$ cat src/rtl/stopwatch_pkg.sv
// Shared types and constants for the stopwatch controller and its time counters.
// The time record packs h/m/s/ms into one 34-bit word so lap entries copy whole.
package stopwatch_pkg;

  typedef enum logic [1:0] {
    T_IDLE  = 2'd0,
    T_RUN   = 2'd1,
    T_PAUSE = 2'd2
  } tmr_state_e;

  localparam int H_W  = 8;
  localparam int M_W  = 8;
  localparam int S_W  = 8;
  localparam int MS_W = 10;

  localparam logic [MS_W-1:0] MS_MAX = 10'd999;
  localparam logic [S_W-1:0]  S_MAX  = 8'd59;
  localparam logic [M_W-1:0]  M_MAX  = 8'd59;

  typedef struct packed {
    logic [H_W-1:0]  h;
    logic [M_W-1:0]  m;
    logic [S_W-1:0]  s;
    logic [MS_W-1:0] ms;
  } time_t;

  // Largest representable time for a given hour ceiling.
  function automatic time_t time_max(input logic [H_W-1:0] hmax);
    time_t t;
    t.h  = hmax;
    t.m  = M_MAX;
    t.s  = S_MAX;
    t.ms = MS_MAX;
    return t;
  endfunction

endpackage

$ cat src/rtl/stopwatch_time_counter.sv
// One h:m:s.ms time counter with same-cycle carry ripple and saturation at
// HOUR_MAX:59:59.999; clear is synchronous and wins over the tick enable.
module stopwatch_time_counter
  import stopwatch_pkg::*;
#(
  parameter int HOUR_MAX = 99
) (
  input  logic            clk,
  input  logic            rst_n,
  input  logic            tick_en,
  input  logic            clear,
  output logic [H_W-1:0]  h,
  output logic [M_W-1:0]  m,
  output logic [S_W-1:0]  s,
  output logic [MS_W-1:0] ms,
  output logic            sat
);

  time_t cnt_r;
  time_t cnt_nxt_s;
  logic  at_max_s;

  assign at_max_s = (cnt_r == time_max(H_W'(HOUR_MAX)));

  // Next count: clear, hold at the ceiling, or increment with carry ripple.
  always_comb begin
    cnt_nxt_s = cnt_r;
    if (clear) begin
      cnt_nxt_s = '0;
    end else if (tick_en && !at_max_s) begin
      if (cnt_r.ms == MS_MAX) begin
        cnt_nxt_s.ms = 10'd0;
        if (cnt_r.s == S_MAX) begin
          cnt_nxt_s.s = 8'd0;
          if (cnt_r.m == M_MAX) begin
            cnt_nxt_s.m = 8'd0;
            cnt_nxt_s.h = cnt_r.h + 8'd1;
          end else begin
            cnt_nxt_s.m = cnt_r.m + 8'd1;
          end
        end else begin
          cnt_nxt_s.s = cnt_r.s + 8'd1;
        end
      end else begin
        cnt_nxt_s.ms = cnt_r.ms + 10'd1;
      end
    end else begin
      cnt_nxt_s = cnt_r;
    end
  end

  // Count register.
  always_ff @(posedge clk or negedge rst_n) begin
    if (!rst_n) begin
      cnt_r <= '0;
    end else begin
      cnt_r <= cnt_nxt_s;
    end
  end

  assign h   = cnt_r.h;
  assign m   = cnt_r.m;
  assign s   = cnt_r.s;
  assign ms  = cnt_r.ms;
  assign sat = at_max_s;

endmodule

$ cat src/rtl/stopwatch_ctrl.sv
// Stopwatch controller: two timer FSMs, shared lap buffer, button arbitration,
// blink generation and registered selection of what the display shows.
module stopwatch_ctrl
  import stopwatch_pkg::*;
#(
  parameter int LAP_DEPTH = 8,
  parameter int BLINK_MS  = 500,
  parameter int HOUR_MAX  = 99
) (
  input  logic        clk,
  input  logic        rst_n,
  input  logic        tick_1ms,
  input  logic        btn_start,
  input  logic        btn_lap,
  input  logic        btn_clear,
  input  logic        btn_sel,
  input  logic        btn_view,
  output logic [7:0]  hours,
  output logic [7:0]  minutes,
  output logic [7:0]  seconds,
  output logic [9:0]  millisec,
  output logic        view_mode,
  output logic        blink_en,
  output logic        blink_phase,
  output logic        timer_sel,
  output logic        lap_view,
  output logic [3:0]  lap_num,
  output logic        lap_full
);

  localparam logic [3:0] LAP_D      = 4'(LAP_DEPTH);
  localparam int         LAP_SLOTS  = 16;
  localparam int         BC_W       = $clog2(BLINK_MS + 1);
  localparam logic [BC_W-1:0] BLINK_LAST = BC_W'(BLINK_MS - 1);

  tmr_state_e tst_r     [2];
  tmr_state_e tst_nxt_s [2];
  tmr_state_e cur_s;
  logic       sel_r, sel_nxt_s;
  logic       lv_r, lv_nxt_s;
  logic [3:0] ln_r, ln_nxt_s;
  logic [3:0] lc_r, lc_nxt_s;
  logic       lap_wr_s;
  logic [1:0] clr_s;
  logic [1:0] tick_en_s;
  logic [1:0] sat_s;
  time_t      t0_s, t1_s, sel_live_s, disp_s;
  // Index space covers all 4-bit lap numbers; slots >= LAP_DEPTH are never written.
  time_t      lap_mem_r [LAP_SLOTS];
  logic       blink_on_s;
  logic [BC_W-1:0] bcnt_r;
  logic       bph_r;

  assign tick_en_s[0] = tick_1ms && (tst_r[0] == T_RUN);
  assign tick_en_s[1] = tick_1ms && (tst_r[1] == T_RUN);

  stopwatch_time_counter #(.HOUR_MAX(HOUR_MAX)) u_cnt0 (
    .clk(clk), .rst_n(rst_n), .tick_en(tick_en_s[0]), .clear(clr_s[0]),
    .h(t0_s.h), .m(t0_s.m), .s(t0_s.s), .ms(t0_s.ms), .sat(sat_s[0])
  );

  stopwatch_time_counter #(.HOUR_MAX(HOUR_MAX)) u_cnt1 (
    .clk(clk), .rst_n(rst_n), .tick_en(tick_en_s[1]), .clear(clr_s[1]),
    .h(t1_s.h), .m(t1_s.m), .s(t1_s.s), .ms(t1_s.ms), .sat(sat_s[1])
  );

  assign sel_live_s = sel_r ? t1_s : t0_s;
  assign cur_s      = tst_r[sel_r];
  assign blink_on_s = (cur_s == T_PAUSE) && !lv_r;

  // Button arbitration and next-state: only the highest-priority pulse acts.
  always_comb begin
    tst_nxt_s = tst_r;
    sel_nxt_s = sel_r;
    lv_nxt_s  = lv_r;
    ln_nxt_s  = ln_r;
    lc_nxt_s  = lc_r;
    lap_wr_s  = 1'b0;
    clr_s     = 2'b00;
    if (btn_clear) begin
      if (cur_s == T_PAUSE) begin
        tst_nxt_s[sel_r] = T_IDLE;
        clr_s[sel_r]     = 1'b1;
        lc_nxt_s         = 4'd0;
        lv_nxt_s         = 1'b0;
        ln_nxt_s         = 4'd0;
      end else begin
        clr_s = 2'b00;
      end
    end else if (btn_start) begin
      case (cur_s)
        T_IDLE:  tst_nxt_s[sel_r] = T_RUN;
        T_RUN:   tst_nxt_s[sel_r] = T_PAUSE;
        T_PAUSE: tst_nxt_s[sel_r] = T_RUN;
        default: tst_nxt_s[sel_r] = T_IDLE;
      endcase
    end else if (btn_lap) begin
      if (lv_r) begin
        ln_nxt_s = (ln_r >= lc_r) ? 4'd1 : ln_r + 4'd1;
      end else if ((cur_s == T_RUN) && (lc_r < LAP_D)) begin
        lap_wr_s = 1'b1;
        lc_nxt_s = lc_r + 4'd1;
      end else begin
        lap_wr_s = 1'b0;
      end
    end else if (btn_view) begin
      if (lc_r != 4'd0) begin
        lv_nxt_s = !lv_r;
        ln_nxt_s = lv_r ? 4'd0 : 4'd1;
      end else begin
        lv_nxt_s = lv_r;
      end
    end else if (btn_sel) begin
      sel_nxt_s = !sel_r;
      lv_nxt_s  = 1'b0;
      ln_nxt_s  = 4'd0;
    end else begin
      sel_nxt_s = sel_r;
    end
    // Reaching the ceiling while running forces a pause on that timer.
    for (int i = 0; i < 2; i++) begin
      if (tick_en_s[i] && sat_s[i]) begin
        tst_nxt_s[i] = T_PAUSE;
      end else begin
        tst_nxt_s[i] = tst_nxt_s[i];
      end
    end
  end

  // Controller state registers.
  always_ff @(posedge clk or negedge rst_n) begin
    if (!rst_n) begin
      tst_r[0] <= T_IDLE;
      tst_r[1] <= T_IDLE;
      sel_r    <= 1'b0;
      lv_r     <= 1'b0;
      ln_r     <= 4'd0;
      lc_r     <= 4'd0;
    end else begin
      tst_r    <= tst_nxt_s;
      sel_r    <= sel_nxt_s;
      lv_r     <= lv_nxt_s;
      ln_r     <= ln_nxt_s;
      lc_r     <= lc_nxt_s;
    end
  end

  // Lap storage; a clear only resets the count, stale entries are unreachable.
  always_ff @(posedge clk or negedge rst_n) begin
    if (!rst_n) begin
      for (int i = 0; i < LAP_SLOTS; i++) begin
        lap_mem_r[i] <= '0;
      end
    end else if (lap_wr_s) begin
      lap_mem_r[lc_r] <= sel_live_s;
    end
  end

  // Blink half-period counter, held in reset whenever blinking is off.
  always_ff @(posedge clk or negedge rst_n) begin
    if (!rst_n) begin
      bcnt_r <= '0;
      bph_r  <= 1'b1;
    end else if (!blink_on_s) begin
      bcnt_r <= '0;
      bph_r  <= 1'b1;
    end else if (tick_1ms) begin
      if (bcnt_r == BLINK_LAST) begin
        bcnt_r <= '0;
        bph_r  <= ~bph_r;
      end else begin
        bcnt_r <= bcnt_r + BC_W'(1);
      end
    end
  end

  // Display source selection.
  always_comb begin
    if (lv_r) begin
      disp_s = lap_mem_r[ln_r - 4'd1];
    end else begin
      disp_s = sel_live_s;
    end
  end

  // Output registers.
  always_ff @(posedge clk or negedge rst_n) begin
    if (!rst_n) begin
      hours       <= 8'd0;
      minutes     <= 8'd0;
      seconds     <= 8'd0;
      millisec    <= 10'd0;
      view_mode   <= 1'b1;
      blink_en    <= 1'b0;
      blink_phase <= 1'b1;
      timer_sel   <= 1'b0;
      lap_view    <= 1'b0;
      lap_num     <= 4'd0;
      lap_full    <= 1'b0;
    end else begin
      hours       <= disp_s.h;
      minutes     <= disp_s.m;
      seconds     <= disp_s.s;
      millisec    <= disp_s.ms;
      view_mode   <= (disp_s.h == 8'd0);
      blink_en    <= blink_on_s;
      blink_phase <= bph_r | ~blink_on_s;
      timer_sel   <= sel_r;
      lap_view    <= lv_r;
      lap_num     <= ln_r;
      lap_full    <= (lc_r == LAP_D);
    end
  end

endmodule

$ cat config.mk
export PLATFORM = sky130hd
export DESIGN_NAME = stopwatch_ctrl
export DESIGN_NICKNAME = d
export VERILOG_FILES = /design/src/rtl/stopwatch_pkg.sv /design/src/rtl/stopwatch_time_counter.sv /design/src/rtl/stopwatch_ctrl.sv
export SDC_FILE = /design/constraint.sdc
export NUM_CORES = 1
export LEC_CHECK = 0
export BUFFER_PORTS_ARGS = -buffer_cell sky130_fd_sc_hd__buf_4
export CORE_ASPECT_RATIO = 1.4
export CORE_MARGIN = 2
export CORE_UTILIZATION = 60
export CTS_CLUSTER_SIZE = 40
export DETAILED_ROUTE_END_ITERATION = 7
export GPL_ROUTABILITY_DRIVEN = 0
export PLACE_DENSITY_LB_ADDON = 0.08
export SYNTH_ARGS = -nofsm -noshare
export SYNTH_HDL_FRONTEND = slang
export SYNTH_SLANG_ARGS = --single-unit
$ cat constraint.sdc
create_clock -name clk -period 6.1 [get_ports clk]
set_input_delay 0 -clock clk [delete_from_list [all_inputs] [get_ports clk]]
set_output_delay 0 -clock clk [all_outputs]
set_load 0.02 [all_outputs]
==> impl_metrics.toml <==
[die]
start_util = 0.609
die_x_um = 189
core_um2 = 47200
dieArea_um2 = 49600
rows = 94
die_h_um = 263
io_pins = 52

[cells_and_area]
n_fill_cell = 3450
final_nets = 2178
area_growth_pct = 7.37
layout-drive-gt1-share = 0.175
antenna_cells = 0
fin_cells = 2821

[yosys]
synth_seq_cells = 680
netlist_area_um2 = 28700
async_reset_ff_frac = 1.00
synth-edff-count = 0
ys.warnings.count = 0
netlist_instances = 2397
synth-seq-area-share = 0.593
synth.largest_area_cell = "dfrtp_1"
synthTopCellsByArea = "dfrtp_1 (59%), mux4_2 (13%), clkbuf_1 (4.2%)"
synthMostInstantiatedCell = "dfrtp_1"
synth_ff_type = "dfrtp_1"
avgSynthCellArea_um2 = 12.0
synthesis.nets = 2424
synth_top_cells_by_count = "dfrtp_1 (677), clkbuf_1 (321), nor2_1 (231)"
synth_cell_types = 72
synth_top_area_frac = 0.590

[setup_path]
path_class = "reg2reg"
critPathCaptureType = "register"
rrSetupSlack_ns = 2.49
worst_ep_arrival_time_ns = 4.10
startpoint_type = "register"
path_max_fanout = 95
worstPathRequired_ns = 6.59

[timing]
max_slew.worst_pin.slew_ns = 1.10
max_freq_ghz = 0.277
skew_ns = 0.0168
final_hold_viol_count = 0
fin_crit_ns = 3.61
rsz0062_at_grt = "false"
fin_setup_tns_ns = 0
setup_violations = 0
finalCritPeriodShare = 0.592
drv_slew = 0
layout_setup_ws_ns = 2.49
max_slew_margin = 0.267

[power]
p_clk_frac = 0.319
power.switching_w = 0.00418
p_seq_frac = 0.413
powerDensity_nw_per_um2 = 438
ir_drop_v = 0.000411
internal-power_w = 0.00932
p_sw_frac = 0.310
combPwrFrac = 0.268
leakagePower_nw = 14.0

[clocking]
clock_sink_count = 680
cts-root-buf = "clkbuf_16"
cts_tree = "yes"
clock_latency_ns = 0.60
cts_max_path_buffers = 3
cts_made_buffers = 67
cts_resized = 0
cts.clk_slew.worst_paths_ns = 0.06
htree_levels = 3

[global_routing]
antenna_found_initial = 0
grt_max_degree = 144
grt_use_total = 0.252
grt_overflow_total = 0
grt_pass1_wl_mm = 97.2
grt_pass1_vias = 17500

[route]
routed_via_density = 5.88
wire_per_inst_um = 20.9
dr_total_vias = 16600
drc_errors = 0
drt_wl_total_mm = 58.9
dr.pass1.iters = 5
ant_nets = 0
drt_iter0_drc = 1050

[status]
outcome = "completed"

[place]
dp_cells = 2697
dp_slack_ns = 2.42
numPortBuffers = 51
hpwl_mm = 35.3

[worst_hold_path]
hold_class = "in2async"

[flow_run]
max-cap-violations = 0
per-layer routing:
metal / global-route usage / vias up / routed length, um
met4: 0.0880 / 0 / 1640
met2: 0.402 / 341 / 28800
met5: 0 / - / 0
met1: 0.362 / 8416 / 26400
li1: - / 7723 / -
met3: 0.0325 / 99 / 2170
worst max-delay path: stages, from the launching register on:
cell and delay [ns]:
dfrtp_4 0.57, inv_1 0.13, ha_4 0.60, buf_12 0.47
mux4_2 0.39, mux2_2 0.28, o31ai_2 0.40, o2111a_1 0.26
a211oi_1 0.06, nor4_2 0.32
state kept, by name, summed over array words and instances (netlist names), 4 cells and up:
signal	count
u_cnt1.h	8
ln_r	4
u_cnt0.ms	10
u_cnt0.m	8
minutes	8
bcnt_r	9
millisec	10
u_cnt0.h	8
u_cnt1.m	8
u_cnt1.ms	10
lap_mem_r	544
u_cnt0.s	8
tst_r	4
lap_num	4
lc_r	4
hours	8
seconds	8
u_cnt1.s	8
timing repair:
action                    CTS  global route
setup buffers               0             0
hold buffers                9             0
hold endpoints to repair  128             0
stage by stage:
stage | cell area [um2] | total power (W) | util | hold slack (ns)
global route | 30800 | 0.0142 | 0.654 | 0.206
finish | 30800 | 0.0135 | 0.654 | 0.0588
detailed placement | 28400 | 0.00932 | 0.603 | 0.164
floorplan | 28700 | 0.00823 | - | -0.296
global placement | 28400 | 0.00924 | 0.603 | 0.152
CTS | 30800 | 0.0137 | 0.654 | 0.127
kinds of logic (layout without fill, tap and decap cells):
family                     Yosys count  in the layout  share of synthesized area
buffers and inverters              414            214                     0.0635
AOI/OAI and AO/OA                  468            468                     0.0928
adders and majority gates           19             19                    0.00828
muxes                              213            213                      0.145
DFF                                680            680                      0.593
xor gates and xnor gates            28             28                    0.00854
and+or+nand+nor                    575            575                     0.0889
final timing paths:
| kind | start | to | cells after the start |
|---|---|---|---|
| setup reg to reg | ln_r[0]$_DFFE_PN0P_ | view_mode$_DFF_PN1_ | 9 |
| hold reg to reg | lap_mem_r[226]$_DFFE_PN0P_ | lap_mem_r[226]$_DFFE_PN0P_ | 0 |
| max in group asynchronous | rst_n | lap_mem_r[391]$_DFFE_PN0P_ | 3 |
| hold / removal | rst_n | lap_mem_r[3]$_DFFE_PN0P_ | 2 |
| min in group clk | btn_view | ln_r[3]$_DFFE_PN0P_ | 6 |
| setup / recovery | ln_r[0]$_DFFE_PN0P_ | view_mode$_DFF_PN1_ | 9 |
layout make-up:
cell class	instances	area (um2)	area share
multi-input cells	1303	9920	0.322
flip-flops and latches	680	17000	0.552
clock inverters	20	293	0.00950
inverters	14	52.6	0.00170
well taps	624	781	0.0253
repair buffers	85	731	0.0237
clock buffers	95	2020	0.0657
layout by cell type (no fill, tap or decap), drive strengths merged, types with 16 or more instances in the layout:
cell type,n
dfrtp,677
nor2,231
nand2,194
o21ai,194
a21oi,184
mux4,162
clkbuf,95
buf,76
mux2i,47
nand3,42
o31ai,30
and3,26
xnor2,22
ha,19
inv,16
power by group through the flow:
stage / combinational [W] / sequential, W / clock (W)
4_1_cts: 0.00369 / 0.00558 / 0.00440
6_report: 0.00362 / 0.00557 / 0.00431
3_5_place_dp: 0.00367 / 0.00566 / 0
3_3_place_gp: 0.00361 / 0.00563 / 0
2_1_floorplan: 0.00262 / 0.00560 / 0
5_1_grt: 0.00396 / 0.00565 / 0.00458
Note: power is estimated with default switching activity, not from simulation.
